==> src/rtl/light_ramp_ctrl.sv <==
// light_ramp_ctrl: LED brightness ramp sequencer.
// Produces a prescaled triangle level (up, hold high, down, hold low) for a
// programmed number of cycles, then stops; also drives a registered PWM of
// the level. Configuration is taken through a valid/ready port while idle.
//
// Handshake: a config word transfers on a clock edge where cfg_valid and
// cfg_ready are both high; cfg_ready is high exactly while the sequencer is
// idle, so a config offered during a run is held off (not dropped) by the
// source until the run ends. No combinational path from cfg_valid to cfg_ready.
module light_ramp_ctrl #(
    parameter int LEVEL_W = 8,
    parameter int DIV_W   = 16,
    parameter int HOLD_W  = 16
) (
    input  logic               clk,
    input  logic               rst,
    input  logic               cfg_valid,
    output logic               cfg_ready,
    input  logic [DIV_W-1:0]   cfg_div,
    input  logic [LEVEL_W-1:0] cfg_peak,
    input  logic [HOLD_W-1:0]  cfg_hold_hi,
    input  logic [HOLD_W-1:0]  cfg_hold_lo,
    input  logic [7:0]         cfg_cycles,
    input  logic               start,
    input  logic               stop,
    output logic               busy,
    output logic               done,
    output logic [LEVEL_W-1:0] level,
    output logic               pwm_out,
    output logic [2:0]         state_dbg
);

    typedef enum logic [2:0] {
        S_IDLE    = 3'd0,
        S_UP      = 3'd1,
        S_HOLD_HI = 3'd2,
        S_DOWN    = 3'd3,
        S_HOLD_LO = 3'd4
    } state_t;

    state_t             state, state_n;
    logic [LEVEL_W-1:0] level_n;
    logic               busy_n, done_n;
    logic [DIV_W-1:0]   presc, presc_n;
    logic [HOLD_W-1:0]  hold_cnt, hold_cnt_n;
    logic [7:0]         cyc, cyc_n;
    logic               stop_pend, stop_pend_n;
    logic               tick;
    logic               cyc_last;

    // Shadow configuration, only written while idle
    logic [DIV_W-1:0]   div_q;
    logic [LEVEL_W-1:0] peak_q;
    logic [HOLD_W-1:0]  hold_hi_q, hold_lo_q;
    logic [7:0]         cycles_q;

    logic [LEVEL_W-1:0] pwm_cnt;

    assign cfg_ready = (state == S_IDLE);
    assign state_dbg = state;
    assign tick      = (state != S_IDLE) && (presc == div_q);
    assign cyc_last  = (cycles_q != 8'd0) && (cyc == cycles_q - 8'd1);

    // Latch config on handshake; a zero peak is stored as 1
    always_ff @(posedge clk) begin
        if (rst) begin
            div_q     <= '0;
            peak_q    <= '1;
            hold_hi_q <= '0;
            hold_lo_q <= '0;
            cycles_q  <= '0;
        end else if (cfg_valid && cfg_ready) begin
            div_q     <= cfg_div;
            peak_q    <= (cfg_peak == '0) ? LEVEL_W'(1) : cfg_peak;
            hold_hi_q <= cfg_hold_hi;
            hold_lo_q <= cfg_hold_lo;
            cycles_q  <= cfg_cycles;
        end
    end

    // FSM state and datapath registers
    always_ff @(posedge clk) begin
        if (rst) begin
            state     <= S_IDLE;
            level     <= '0;
            busy      <= 1'b0;
            done      <= 1'b0;
            presc     <= '0;
            hold_cnt  <= '0;
            cyc       <= '0;
            stop_pend <= 1'b0;
        end else begin
            state     <= state_n;
            level     <= level_n;
            busy      <= busy_n;
            done      <= done_n;
            presc     <= presc_n;
            hold_cnt  <= hold_cnt_n;
            cyc       <= cyc_n;
            stop_pend <= stop_pend_n;
        end
    end

    // Next-state and next-output logic for the ramp sequencer
    always_comb begin
        state_n     = state;
        level_n     = level;
        busy_n      = busy;
        done_n      = 1'b0;
        presc_n     = presc;
        hold_cnt_n  = hold_cnt;
        cyc_n       = cyc;
        stop_pend_n = stop_pend | (stop && (state != S_IDLE));

        // Prescaler free-runs 0..div while active
        if (state != S_IDLE) begin
            presc_n = tick ? '0 : presc + DIV_W'(1);
        end

        case (state)
            S_IDLE: begin
                stop_pend_n = 1'b0;
                presc_n     = '0;
                hold_cnt_n  = '0;
                if (start) begin
                    state_n = S_UP;
                    level_n = '0;
                    cyc_n   = '0;
                    busy_n  = 1'b1;
                end
            end

            S_UP: begin
                if (tick) begin
                    if (level < peak_q) begin
                        level_n = level + LEVEL_W'(1);
                    end
                    if (level >= peak_q - LEVEL_W'(1)) begin
                        hold_cnt_n = '0;
                        state_n    = (hold_hi_q != '0) ? S_HOLD_HI : S_DOWN;
                    end
                end
            end

            S_HOLD_HI: begin
                if (tick) begin
                    if (hold_cnt == hold_hi_q - HOLD_W'(1)) begin
                        hold_cnt_n = '0;
                        state_n    = S_DOWN;
                    end else begin
                        hold_cnt_n = hold_cnt + HOLD_W'(1);
                    end
                end
            end

            S_DOWN: begin
                if (tick) begin
                    if (level != '0) begin
                        level_n = level - LEVEL_W'(1);
                    end
                    // Level reaches zero: one full cycle completed
                    if (level <= LEVEL_W'(1)) begin
                        if (cyc != 8'hFF) begin
                            cyc_n = cyc + 8'd1;
                        end
                        hold_cnt_n = '0;
                        if (cyc_last || stop_pend) begin
                            state_n     = S_IDLE;
                            busy_n      = 1'b0;
                            done_n      = 1'b1;
                            stop_pend_n = 1'b0;
                            presc_n     = '0;
                        end else begin
                            state_n = (hold_lo_q != '0) ? S_HOLD_LO : S_UP;
                        end
                    end
                end
            end

            S_HOLD_LO: begin
                if (stop_pend) begin
                    state_n     = S_IDLE;
                    busy_n      = 1'b0;
                    done_n      = 1'b1;
                    stop_pend_n = 1'b0;
                    presc_n     = '0;
                    hold_cnt_n  = '0;
                end else if (tick) begin
                    if (hold_cnt == hold_lo_q - HOLD_W'(1)) begin
                        hold_cnt_n = '0;
                        state_n    = S_UP;
                    end else begin
                        hold_cnt_n = hold_cnt + HOLD_W'(1);
                    end
                end
            end

            default: begin
                state_n = S_IDLE;
                busy_n  = 1'b0;
                level_n = '0;
            end
        endcase
    end

    // Free-running PWM counter and registered comparator
    always_ff @(posedge clk) begin
        if (rst) begin
            pwm_cnt <= '0;
            pwm_out <= 1'b0;
        end else begin
            pwm_cnt <= pwm_cnt + LEVEL_W'(1);
            pwm_out <= (pwm_cnt < level);
        end
    end

endmodule

==> config.mk <==
export PLATFORM = sky130hd
export DESIGN_NAME = light_ramp_ctrl
export DESIGN_NICKNAME = d
export VERILOG_FILES = /design/src/rtl/light_ramp_ctrl.sv
export SDC_FILE = /design/constraint.sdc
export NUM_CORES = 1
export LEC_CHECK = 0
export CORE_UTILIZATION = 46
export CTS_CLUSTER_SIZE = 10
export DETAILED_ROUTE_END_ITERATION = 12
export PLACE_DENSITY = 0.71
export SKIP_CTS_REPAIR_TIMING = 1
export SLEW_MARGIN = 25
export SYNTH_ARGS = -nofsm -noshare
export SYNTH_HDL_FRONTEND = slang
export SYNTH_SLANG_ARGS = --single-unit
==> constraint.sdc <==
create_clock -name clk -period 6 [get_ports clk]
set_clock_uncertainty 0.2 [all_clocks]
set_input_delay 1.5 -clock clk [delete_from_list [all_inputs] [get_ports clk]]
set_output_delay 1.5 -clock clk [all_outputs]
set_load 0.01 [all_outputs]
==> results of run 1 <==
[synthesized netlist by cell type, drive strengths merged (7+ instances only)]
library cell,count
nor3,31
and2,12
inv,35
buf,7
xnor2,45
o22ai,8
or4,8
nor2b,11
clkbuf,62
o21ai,21
mux2i,9
nand3,43
nand4,14
a31oi,18
ha,35
nand2,184
dfxtp,127
a21o,8
xor2,48
nor4,25
or3,14
o211ai,25
a21oi,84
nor2,64
[logic make-up (layout without fill, tap and decap cells)]
| group | count (synthesis) | count (layout) | synth area share |
|---|---|---|---|
| compound gates | 215 | 215 | 0.178 |
| xor+xnor | 93 | 93 | 0.105 |
| fa+ha+maj | 35 | 35 | 0.0566 |
| buf+inv | 105 | 155 | 0.0513 |
| flops | 127 | 127 | 0.329 |
| mux | 10 | 10 | 0.0131 |
| simple gates | 434 | 434 | 0.267 |
[how the worst min path moves through the flow]
| stage | startpoint | to | slack (ns) | cells past startpoint |
|---|---|---|---|---|
| 2_1_floorplan | pwm_cnt[0]$_SDFF_PP0_ | pwm_cnt[0]$_SDFF_PP0_ | 0.22 | 1 |
| 3_3_place_gp | pwm_cnt[0]$_SDFF_PP0_ | pwm_cnt[0]$_SDFF_PP0_ | 0.24 | 1 |
| 3_5_place_dp | pwm_cnt[0]$_SDFF_PP0_ | pwm_cnt[0]$_SDFF_PP0_ | 0.24 | 1 |
| 4_1_cts | pwm_cnt[0]$_SDFF_PP0_ | pwm_cnt[0]$_SDFF_PP0_ | 0.26 | 1 |
| 5_1_grt | div_q[11]$_SDFFE_PP0P_ | div_q[11]$_SDFFE_PP0P_ | 0.29 | 2 |
| 6_report | pwm_cnt[0]$_SDFF_PP0_ | pwm_cnt[0]$_SDFF_PP0_ | 0.26 | 1 |
[routing by layer]
layer  vias to the layer above  share of wire  global-route usage
li1                       3653              -                   -
met5                         -              0                   0
met2                       164           0.48               0.371
met4                         0          0.018              0.0775
met1                      3293           0.47               0.281
met3                        30          0.035              0.0355
[power by group through the flow]
stage | Combinational [mW] | Clock, mW | Sequential [mW]
finish | 1.06 | 0.989 | 1.09
global route | 1.19 | 1.03 | 1.10
CTS | 1.06 | 1.00 | 1.09
detailed placement | 1.05 | 0 | 1.10
global placement | 1.04 | 0 | 1.10
floorplan | 0.837 | 0 | 1.04
[per-stage QoR]
| step | util | total power [mW] | cell area [sq um] | setup slack (ns) | instances |
|---|---|---|---|---|---|
| after floorplan | - | 1.87 | 7730 | 2.81 | 1019 |
| after global placement | 0.520 | 2.14 | 8600 | 2.15 | 1256 |
| after detailed placement | 0.521 | 2.15 | 8610 | 2.30 | 1257 |
| after CTS | 0.555 | 3.15 | 9170 | 1.86 | 1289 |
| after global routing | 0.555 | 3.33 | 9170 | 1.74 | 1289 |
| final | 0.555 | 3.13 | 9170 | 1.85 | 1289 |
[final cells by class]
type	instances	area, sq um
clock buffers	18	429
multi-input cells	787	4800
flip-flops and latches	127	2540
repair buffers	87	853
fillers	1522	7350
inverters	36	135
clock inverters	14	134
well taps	220	275
[flip-flops by register name, summed over array words and instances, names as in the netlist]
name and flops:
hold_lo_q 16, hold_hi_q 16, cyc 8, state_dbg 3, presc 16, hold_cnt 16
stop_pend 1, busy 1, pwm_cnt 8, level 8, peak_q 8, cycles_q 8
div_q 16, pwm_out 1, done 1
==> metrics.txt, run 1 <==
static leakage=3.37 nW; Hold WS=0.255 ns; Die Width=132 um; largest area contributor in the netlist=dfxtp_1; drt total wl=18.7 mm; CTS tree=yes; ys flop type=dfxtp_1; DRT Pass-1 Iters=6; Setup Crit Path Kind=reg -> out; Switching Fraction=0.381; synthesized cell area=0.00773 sq mm; Worst Path Max Fanout=27; final setup TNS=0 ns; Netlist cell types=64; die area=0.0173 sq mm; PortBufs=83; layout cell share with drive strength beyond 1=0.0486; deepest clock path buffer count=2; Seq cells post-synth=127; unrepaired setup endpoints after global routing=false; Slew headroom=0.353; row count=47; startpoint types=flop; Congestion Overflow GR=0; Avg Cell Area, Syn=7.59 sq um; worst path required time=4.30 ns; worst r2r path cells=12; RD Place Congestion=0.842; Logic pwr share=0.338; Synth Warn #=0; Fmax=241 MHz; crit-path cells=or3_1, inv_1, clkdlybuf4s50_1; final hold violations=0; Final Cycle Share=0.692; Post-synth EDFFs=0; delay-heaviest family, CP=buffers and inverters; final HPWL from detailed placement=13.0 mm; Sink Count=127; Syn-to-layout area delta=18.6%; sequential share of power=0.346; clock share of power=0.315; ant diodes=0; status=completed; Slew @ Worst Pin=0.962 ns; Mapped Nets=1123; critical path capture point=cfg_ready; cells after synthesis=1019; most common cell after layout, fill and taps aside=nand2_1; max cap viols=0; WP buf/inv=2; R2R Path End=hold_cnt[6]$_SDFFE_PP0P_; largest net degree at the start of global routing=86; Worst R2R Setup Slack=2.30 ns; critical path's slowest cell=or3_1; Net count, final=1160; io pins=84; core footprint=0.0165 sq mm; most frequent cells in the layout=183 x nand2_1, 127 x dfxtp_1, 84 x a21oi_1; arrival time at the worst endpoint=2.45 ns; first-pass GRT wire length=31.5 mm; Worst-path clk slew=0.06 ns; ys async rst share=0; maximum VDD drop=0.205 mV; routed len/inst=14.5 um; Stages on worst setup path=3; CTS Buf Count=17; Vias/cell=5.54; minimum clock period=4.15 ns; Seq/Total Area, Yosys=0.329; Synth area leaders=dfxtp_1 33%, nand2_1 8.9%, ha_1 5.7%, a21oi_1 5.4%, xor2_1 5.4%; initial antenna violation count=0; initial core utilization=0.468; die height=132 um; Clk Latency, worst-skew pair=0.42 ns; DRC Markers=0; root buf cell=clkbuf_16; highest cell delay on the worst timing path=0.63 ns; P_int=1.94 mW; CP endpoint kind=primary output; NetSw=1.19 mW; number of global-route vias before repair=6578; via count=7140; Reg-to-Reg Start=peak_q[0]$_SDFFE_PP1P_; Tot GR Track Use=0.219; pwr/cell area=342 mW/mm^2; Hold Path Class=reg -> reg; H-tree depth=4; post-route ant nets=0; max-slew violation count=0; final setup violation count=0; Iter 0 DRT Violations=558; area share of the leading cell type in the synthesized netlist=0.329; CP Launch Point=state_dbg[1]$_SDFFE_PP0P_
Note: power is estimated with default switching activity, not from simulation.
==> run 2: changes to the inputs <==
--- a/config.mk
+++ b/config.mk
@@ -8,7 +8,7 @@
 export CORE_UTILIZATION = 46
 export CTS_CLUSTER_SIZE = 10
 export DETAILED_ROUTE_END_ITERATION = 12
-export PLACE_DENSITY = 0.71
+export PLACE_DENSITY = 0.74
 export SKIP_CTS_REPAIR_TIMING = 1
 export SLEW_MARGIN = 25
 export SYNTH_ARGS = -nofsm -noshare
==> constraint.sdc (replaced) <==
create_clock -name clk -period 3.3 [get_ports clk]
set_clock_uncertainty 0.2 [all_clocks]
set_input_delay 0.825 -clock clk [delete_from_list [all_inputs] [get_ports clk]]
set_output_delay 0.825 -clock clk [all_outputs]
set_load 0.01 [all_outputs]
==> run 2 against run 1 <==
Cell area increased by 3.7%. Global-route usage increased by 1.2 points. Worst setup slack got worse by 1.7 ns. Hold slack improved by 0.0028 ns. Core utilization increased by 2.1 points. Final cell count increased by 3.2%. Sequential power increased by 75%. Non-clock buffer count increased by 41. Sequential cell count unchanged. Sequential share of layout area decreased by 0.99 points. Total power increased by 86%. Critical path type is now reg -> reg. Largest power group is now combinational cells. Highest routed layer unchanged.
==> metrics.txt, run 2 (synthesis gave the netlist of run 1 again) <==
Setup Crit Path Kind=reg -> reg (was reg -> out); RD Place Congestion=0.886 (was 0.842); layout cell share with drive strength beyond 1=0.0874 (was 0.0486); CTS Buf Count=17 (unchanged); P_int=3.63 mW (was 1.94 mW); H-tree depth=4 (unchanged); final setup violation count=0 (unchanged); WP buf/inv=0 (was 2); io pins=84 (unchanged); Clk Latency, worst-skew pair=0.43 ns (was 0.42 ns); crit-path cells=or4_1, or3_4, a2111oi_4, nand4_1, a2111o_1, and2_4, or3_1, a32o_1 (was or3_1, inv_1, clkdlybuf4s50_1); maximum VDD drop=0.447 mV (was 0.205 mV); Place WS=-0.0678 ns (was 2.30 ns); pwr/cell area=614 mW/mm^2 (was 342 mW/mm^2); critical path's slowest cell=or4_1 (was or3_1); via count=7456 (was 7140); Fmax=318 MHz; final worst slack=0.155 ns (was 1.85 ns); NetSw=2.21 mW (was 1.19 mW); routed len/inst=14.7 um (was 14.5 um); max-slew violation count=0 (unchanged); CTS tree=yes (unchanged); Iter 0 DRT Violations=575 (was 558); Vias/cell=5.61 (was 5.54); initial antenna violation count=0 (unchanged); most common cell after layout, fill and taps aside=nand2_1 (unchanged); DRT Pass-1 Iters=8 (was 6); most frequent cells in the layout=184 x nand2_1, 127 x dfxtp_1, 83 x a21oi_1 (was 183 x nand2_1, 127 x dfxtp_1, 84 x a21oi_1); DRC Markers=0 (unchanged); final setup TNS=0 ns (unchanged); Worst Path Max Fanout=2 (was 27); Placed Area=0.00893 sq mm (was 0.00861 sq mm); static leakage=3.58 nW (was 3.37 nW); first-pass GRT wire length=33.0 mm (was 31.5 mm); delay-heaviest family, CP=simple AND/OR/NAND/NOR gates (was buffers and inverters); Die Width=132 um (unchanged); final instance area=0.00951 sq mm (was 0.00917 sq mm); Slew headroom=0.601 (was 0.353); sequential share of power=0.327 (was 0.346); Hold Path Class=reg -> reg (unchanged); Final Cycle Share=0.953; arrival time at the worst endpoint=3.26 ns (was 2.45 ns); unrepaired setup endpoints after global routing=false (unchanged); Logic pwr share=0.380 (was 0.338); Switching Fraction=0.379 (was 0.381); root buf cell=clkbuf_16 (unchanged); final hold violations=0 (unchanged); Final Core Density=0.576 (was 0.555); drt total wl=19.6 mm (was 18.7 mm); post-route ant nets=0 (unchanged); Worst-path clk slew=0.06 ns (about the same); PortBufs=83 (unchanged); status=completed (unchanged); Sink Count=127 (unchanged); Design Power=5.85 mW (was 3.13 mW); Syn-to-layout area delta=23.0% (was 18.6%); Slew @ Worst Pin=0.594 ns (was 0.962 ns); largest net degree at the start of global routing=57 (was 86); core footprint=0.0165 sq mm (unchanged); ant diodes=0 (unchanged); max cap viols=0 (unchanged); Congestion Overflow GR=0 (unchanged); deepest clock path buffer count=2 (unchanged); minimum clock period=3.14 ns; number of global-route vias before repair=7143 (was 6578); Tot GR Track Use=0.232 (was 0.219); highest cell delay on the worst timing path=0.55 ns (was 0.63 ns); startpoint types=flop (unchanged); die height=132 um (unchanged); Net count, final=1201 (was 1160); CP endpoint kind=flop (was primary output); worst path required time=3.42 ns (was 4.30 ns); final HPWL from detailed placement=13.9 mm (was 13.0 mm); die area=0.0173 sq mm (unchanged); initial core utilization=0.468 (unchanged); clock share of power=0.293 (was 0.315); row count=47 (unchanged)
==> run 2: changes by cell type in the layout (fill, tap and decap cells not counted), moves of 2 or more <==
cell      before  now
buf_4          3   43
clkinv_2       2    4
clkinv_4       6    4
nor2_1        64   62
==> run 2: per-stage QoR <==
stage          hold slack, ns  instances
2_1_floorplan           0.221       1019
3_3_place_gp            0.237       1298
3_5_place_dp            0.247       1298
4_1_cts                 0.259       1330
5_1_grt                 0.287       1330
6_report                0.258       1330
==> run 2: worst register-to-register path: stages (launching register included) <==
cell,delay [ns]
dfxtp_1,0.30
or4_1,0.55
or3_4,0.40
a2111oi_4,0.31
nand4_1,0.16
a2111o_1,0.32
and2_4,0.18
or3_1,0.36
a32o_1,0.26
==> run 2: final timing paths <==
check                                          startpoint                   endpoint  slack (ns)  depth (start not counted)
worst max-delay path            hold_lo_q[0]$_SDFFE_PP0P_  state_dbg[1]$_SDFFE_PP0P_        0.16                          8
worst min-delay path                pwm_cnt[0]$_SDFF_PP0_      pwm_cnt[0]$_SDFF_PP0_        0.26                          1
worst max register to register  hold_lo_q[0]$_SDFFE_PP0P_  state_dbg[1]$_SDFFE_PP0P_        0.16                          8
worst min register to register      pwm_cnt[0]$_SDFF_PP0_      pwm_cnt[0]$_SDFF_PP0_        0.26                          1
==> run 2: cell type report <==
cell class / instances / area (sq um)
clock buffers: 20 / 447
clock inverters: 12 / 87.6
fillers: 1473 / 7010
inverters: 36 / 135
multi-input cells: 787 / 4850
flip-flops and latches: 127 / 2540
well taps: 220 / 275
repair buffers: 128 / 1180
==> run 2: layer usage <==
metal  wire (um)  vias up  GRT usage
met2        9570      189      0.401
met4         460        0      0.113
li1            -     3750          -
met3         722       40     0.0401
met5           0        -          0
met1        8810     3477      0.276
==> run 2: power groups by stage <==
| stage | clock network (mW) | logic (mW) | registers (mW) |
|---|---|---|---|
| floorplan | 0 | 1.52 | 1.89 |
| finish | 1.71 | 2.22 | 1.91 |
| global placement | 0 | 2.12 | 1.93 |
| CTS | 1.74 | 2.17 | 1.91 |
| detailed placement | 0 | 2.15 | 1.94 |
| global route | 1.81 | 2.47 | 1.94 |
